## config.mk

```make
export PLATFORM = sky130hd
export DESIGN_NAME = mem_refill_arbiter
export DESIGN_NICKNAME = d
export VERILOG_FILES = /design/src/rtl/mem_refill_arbiter.sv
export SDC_FILE = /design/constraint.sdc
export NUM_CORES = 1
export LEC_CHECK = 0
export ABC_AREA = 1
export CAP_MARGIN = 10
export CORE_ASPECT_RATIO = 1.4
export CORE_MARGIN = 2
export CORE_UTILIZATION = 35
export DETAILED_ROUTE_END_ITERATION = 6
export PLACE_DENSITY = 0.92
export SLEW_MARGIN = 0
export SYNTH_ARGS = -nofsm -noshare
export SYNTH_HDL_FRONTEND = slang
export SYNTH_SLANG_ARGS = --single-unit
export TNS_END_PERCENT = 5
```

## constraint.sdc

```tcl
create_clock -name clk -period 1.6 [get_ports clk]
set_input_delay 0.24 -clock clk [delete_from_list [all_inputs] [get_ports clk]]
set_output_delay 0.24 -clock clk [all_outputs]
set_load 0.01 [all_outputs]
```

## src/rtl/mem_refill_arbiter.sv

```systemverilog
// mem_refill_arbiter: shares one RAM read port between the I-cache and
// D-cache refill paths. Round-robin grant, one block-aligned burst request
// per grant, word strobes steered to the granted side, done on the last word.
module mem_refill_arbiter #(
    parameter int ADDR_W     = 32,
    parameter int WORD_W     = 32,
    parameter int BLOCK_BITS = 512
) (
    input  logic              clk,
    input  logic              nrst,
    input  logic              i_req,
    input  logic [ADDR_W-1:0] i_addr,
    input  logic              d_req,
    input  logic [ADDR_W-1:0] d_addr,
    input  logic [WORD_W-1:0] mem_rdata,
    input  logic              mem_rvalid,
    output logic              mem_req,
    output logic [ADDR_W-1:0] mem_addr,
    output logic [WORD_W-1:0] word_out,
    output logic              i_word_ready,
    output logic              d_word_ready,
    output logic              i_done,
    output logic              d_done,
    output logic              busy
);

    localparam int BURST_LEN = BLOCK_BITS / WORD_W;
    localparam int OFF       = $clog2(BLOCK_BITS / 8);
    localparam int CNT_W     = $clog2(BURST_LEN) + 1;

    localparam logic [CNT_W-1:0]  LAST_CNT   = CNT_W'(BURST_LEN - 1);
    // Clears the byte offset within a block; keeps every address bit in use.
    localparam logic [ADDR_W-1:0] ALIGN_MASK = ~ADDR_W'((64'd1 << OFF) - 64'd1);

    // Requester encoding for grant / last_grant.
    localparam logic GNT_I = 1'b0;
    localparam logic GNT_D = 1'b1;

    typedef enum logic [1:0] {IDLE, ISSUE, BURST} state_t;

    state_t            state;
    logic              grant;
    logic              last_grant;
    logic [CNT_W-1:0]  word_cnt;
    logic              pick_d;
    logic [ADDR_W-1:0] pick_addr;
    logic              in_burst;
    logic              last_word;

    // Round-robin pick: data wins alone, or on a tie when instruction went last.
    always_comb begin
        pick_d    = d_req & (~i_req | (last_grant == GNT_I));
        pick_addr = pick_d ? d_addr : i_addr;
    end

    // Arbitration FSM: grant in IDLE, one-cycle request pulse, then count words.
    always_ff @(posedge clk or negedge nrst) begin
        if (!nrst) begin
            state      <= IDLE;
            grant      <= GNT_I;
            last_grant <= GNT_D;
            word_cnt   <= '0;
            mem_req    <= 1'b0;
            mem_addr   <= '0;
        end else begin
            mem_req <= 1'b0;
            case (state)
                IDLE: begin
                    if (i_req | d_req) begin
                        grant      <= pick_d;
                        last_grant <= pick_d;
                        mem_req    <= 1'b1;
                        mem_addr   <= pick_addr & ALIGN_MASK;
                        state      <= ISSUE;
                    end
                end
                ISSUE: begin
                    word_cnt <= '0;
                    state    <= BURST;
                end
                BURST: begin
                    // A dropped request does not abort; every word is consumed.
                    if (mem_rvalid) begin
                        word_cnt <= word_cnt + CNT_W'(1);
                        if (word_cnt == LAST_CNT) state <= IDLE;
                    end
                end
                default: state <= IDLE;
            endcase
        end
    end

    // Strobes are combinational from mem_rvalid so words reach the cache with no added latency.
    always_comb begin
        in_burst     = (state == BURST);
        last_word    = (word_cnt == LAST_CNT);
        word_out     = mem_rdata;
        i_word_ready = mem_rvalid & in_burst & (grant == GNT_I);
        d_word_ready = mem_rvalid & in_burst & (grant == GNT_D);
        i_done       = i_word_ready & last_word;
        d_done       = d_word_ready & last_word;
        busy         = (state != IDLE);
    end

endmodule
```

Word-level counts from Yosys, hierarchy flattened --
Cells that the tools add are included.
Word-level totals: register bits 36, word-level logic and storage cells 39, input bits 101
Operators by class: reductions and logical operators 6, equality and inequality tests 6, $add $sub $neg 1, mux-type cells 9, bitwise operators 11
Operators with widths (count):
- 32-bit two-way mux | 1
- 5-bit one-hot mux with 2 select lines | 1
- 1-bit bitwise AND | 6
- 2-bit two-way mux | 3
- 2-bit one-hot mux with 3 select lines | 1
- 5-bit by 1-bit adder with 5-bit output (second input constant) | 1
- 5-bit by 4-bit equality test with 1-bit output (second input constant) | 1
- 5-bit two-way mux | 1
- 2-bit inequality test (second input constant) | 2
- 2-bit AND reduction | 2
- 2-bit nonzero test | 2
- 1-bit inverter | 3
- 3-bit AND reduction | 1
- 2-bit by 1-bit equality test with 1-bit output (second input constant) | 1
- 2-bit equality test (second input constant) | 1
- 2-bit zero test | 1
- 1-bit two-way mux | 2
- 2-bit by 1-bit inequality test with 1-bit output (second input constant) | 1
- 1-bit OR | 2

Depth between registers and ports, before layout --
depth after elaboration 4, depth in mapped cells 7, mapped depth without buffers 7

Worst setup path after synthesis --
No wires, ideal clock.
path kind reg2out, from register word_cnt[0], to output port d_done, required time 1360 ps, arrival 1170 ps, stages on the path, launching flop included 7, slack 190 ps, cell sequence dfrtp_1 > ha_1 > nand2_1 > nor2_1 > ha_1 > inv_1 > nor3_1
On the way: cells in the longest elaborated chain, start to end 2
Ends and longest elaborated chain:
- start, declared | line 44 | logic [CNT_W-1:0] word_cnt;
- start signal, assigned | line 84 | word_cnt <= word_cnt + CNT_W'(1);
- 5-bit by 4-bit equality test with 1-bit output | line 96 | last_word = (word_cnt == LAST_CNT);
- 1-bit bitwise AND | line 101 | d_done = d_word_ready & last_word;
- end, declared | line 23 | output logic d_done,
No other way between the ends.

Worst setup path in the final report --
from register word_cnt[1], to output port i_done
On the way: cells in the longest elaborated chain, start to end 2
Ends and longest elaborated chain:
- 5-bit by 4-bit equality test with 1-bit output | line 96
- 1-bit bitwise AND | line 100 | i_done = i_word_ready & last_word;
- end, declared | line 22 | output logic i_done,
No other way between the ends.

==> flow_metrics.tcl <==
set metrics [dict create \
    status "finished, violations left" \
    violations "negative setup slack" \
    grtUsageMet1_pct 17.0 \
    cts_made_buffers 5 \
    rsz0062_at_grt "true" \
    clockBufferDepth 2 \
    synth_warnings 0 \
    seqCellArea_um2 902 \
    syn_area_mm2 0.00234 \
    finalWorstSetupSlack_ps -157 \
    powerDensity_mw_per_mm2 1510 \
    die-area_mm2 0.00736 \
    vdd_ir_drop_max_v 0.000956 \
    root_buffer "clkbuf_8" \
    cp_max_fo 2 \
    insertedDiodeCount 0 \
    syn_to_final_growth_pct 36.5 \
    slew_violations 0 \
    crit_path_end_kind "primary output" \
    yosys.area.top_type "dfrtp_1" \
    fin_total_pwr_uw 4810 \
    fp-row-count 35 \
    antenna_found_initial 0 \
    vias 2165 \
    drt_iter0_markers 90 \
    netlist_instances 318 \
    leakage_uw 0.00170 \
    finClkSkew_ps 6.40 \
    vias_per_cell 4.72 \
    ys_types 24 \
    drc 0 \
    start_util_pct 35.9 \
    dp_cells 449 \
    multiInputGateArea_um2 865 \
    numClockSinks 36 \
    final_cell_mix "nand2_1 (88), clkdlybuf4s50_1 (82), inv_1 (56)" \
    hold_viol_final 0 \
    gp_congestion 0.817 \
    drive_above_1_share_pct 14.3 \
    hold_class "in2async" \
    synth_top_area_share_pct 37.4 \
    place_hpwl_um 4410 \
    fmax_mhz 569 \
    cts_tree "built" \
    drtAntennaViolNets 0 \
    synth_area_leaders "dfrtp_1 (37%), nand2_1 (14%), buf_4 (13%)" \
    clk_latency_ps 280 \
    final_core_utilization_pct 48.9 \
    grt_pass1_vias 2170 \
    core-area_mm2 0.00653 \
    synth-seq-area-share_pct 38.6 \
    grt_pass1_wl_um 9550 \
    start_kind "register" \
    n_fill_cell 631 \
    htree_levels 2 \
    crit_required_ps 1360 \
    first_pass_iters 5 \
    max-cap-violations 0 \
    fin_setup_tns_ps -311 \
    die_w_um 73.1 \
    grt.overflow.total 0 \
    finalCritPeriodShare_pct 110 \
    grt.total_usage_pct 16.6 \
    path_class "reg2out" \
    stdcell_count 459 \
    grt_max_degree 28 \
    grt_use_met2_pct 31.6 \
    drt-total-wl_um 5900 \
    gr-usage-met3_pct 3.30 \
    finalSetupViolCount 2 \
    worstPathArrival_ps 1520 \
    layout_commonest_cell "nand2_1" \
    min_period_ps 1760 \
    ys_ff_latch 36 \
    postSynthAreaPerCell_um2 7.36 \
    io_buffers 88 \
    path_clk_slew_ps 70 \
    io-pin-count 171 \
    die_h_um 101 \
    post_drt_wl_per_cell_um 12.8 \
    nNetsFinal 488 \
    grt.busiest_layer "met2" \
]
kinds of logic (layout without fill, tap and decap cells):
family	after synthesis	in the layout	share of synthesized area (%)
AND/OR/NAND/NOR	163	163	32.8
other	1	6	0.160
flip-flops	36	36	38.6
adder cells (fa/ha/maj)	2	2	1.07
buffers and inverters	111	173	26.4
AO/OA/AOI/OAI	5	5	1.07
worst paths after layout:
kind                        startpoint      endpoint  slack, ps  cells after the start
min reg2reg                 last_grant    last_grant        480                      2
min                               nrst  mem_addr[23]        430                      2
min in group clk            last_grant    last_grant        480                      2
max                        word_cnt[1]        i_done       -160                      7
max in group asynchronous         nrst  mem_addr[14]        550                      3
max reg2reg                   state[0]   mem_addr[8]        290                      7
per-layer routing:
| layer | vias up | wire length (um) |
|---|---|---|
| met5 | - | 0 |
| met4 | 0 | 140 |
| met3 | 22 | 350 |
| met2 | 80 | 3190 |
| met1 | 1023 | 2210 |
| li1 | 1040 | - |
cells in the mapped netlist:
cell      n
a21oi_1   1
buf_12    1
buf_2     6
buf_4    42
buf_6     1
buf_8     1
conb_1    1
dfrtp_1  35
dfstp_2   1
ha_1      2
inv_1    57
inv_2     3
nand2_1  89
nand2_2   2
nand2_4   1
nand3_1  50
nand3_2  10
nand4_1   1
nor2_1    5
nor2_2    1
nor2_4    1
nor3_1    2
o21ai_0   4
or2_2     1
per-stage QoR:
stage / area (um^2) / worst slack, ps / hold WS (ps)
global route: 3190 / -253 / 451
finish: 3190 / -157 / 431
CTS: 3170 / -185 / 420
detailed placement: 3060 / -300 / 193
floorplan: 2360 / 190 / -55.6
global placement: 3060 / -233 / 191
flip-flops by register name (all words and copies together), names as in the netlist:
register    count
last_grant      1
grant           1
mem_req         1
word_cnt        5
mem_addr       26
state           2
where the power goes:
part	leakage (uW)	total, uW	internal [uW]	switching (uW)
combinational	0.00121	2510	1240	1270
sequential	0.000444	1620	1350	265
clock	0.0000503	683	383	299
total	0.00170	4810	2980	1830
critical path, cell delays in order (launching register included):
cell and delay [ps]:
dfrtp_1 390, ha_2 200, nand2_2 60, nor2_2 100, ha_2 190, inv_2 50
nor3_2 100, buf_2 150
repair_timing:
action	CTS	global route
hold buffers	1	0
cloned	0	0
buffers inserted	1	1
hold endpoints to repair	15	0
resized for setup	12	7
setup endpoints to repair	5	2
pin swaps	0	6
cell type report:
type / count / area share, %
timing repair buffer: 106 / 31.7
sequential: 36 / 28.3
multi-input combinational: 176 / 27.1
inverter: 60 / 7.05
clock buffer: 7 / 3.02
tap: 74 / 2.90
No activity file was read; power rests on OpenSTA's default activity.
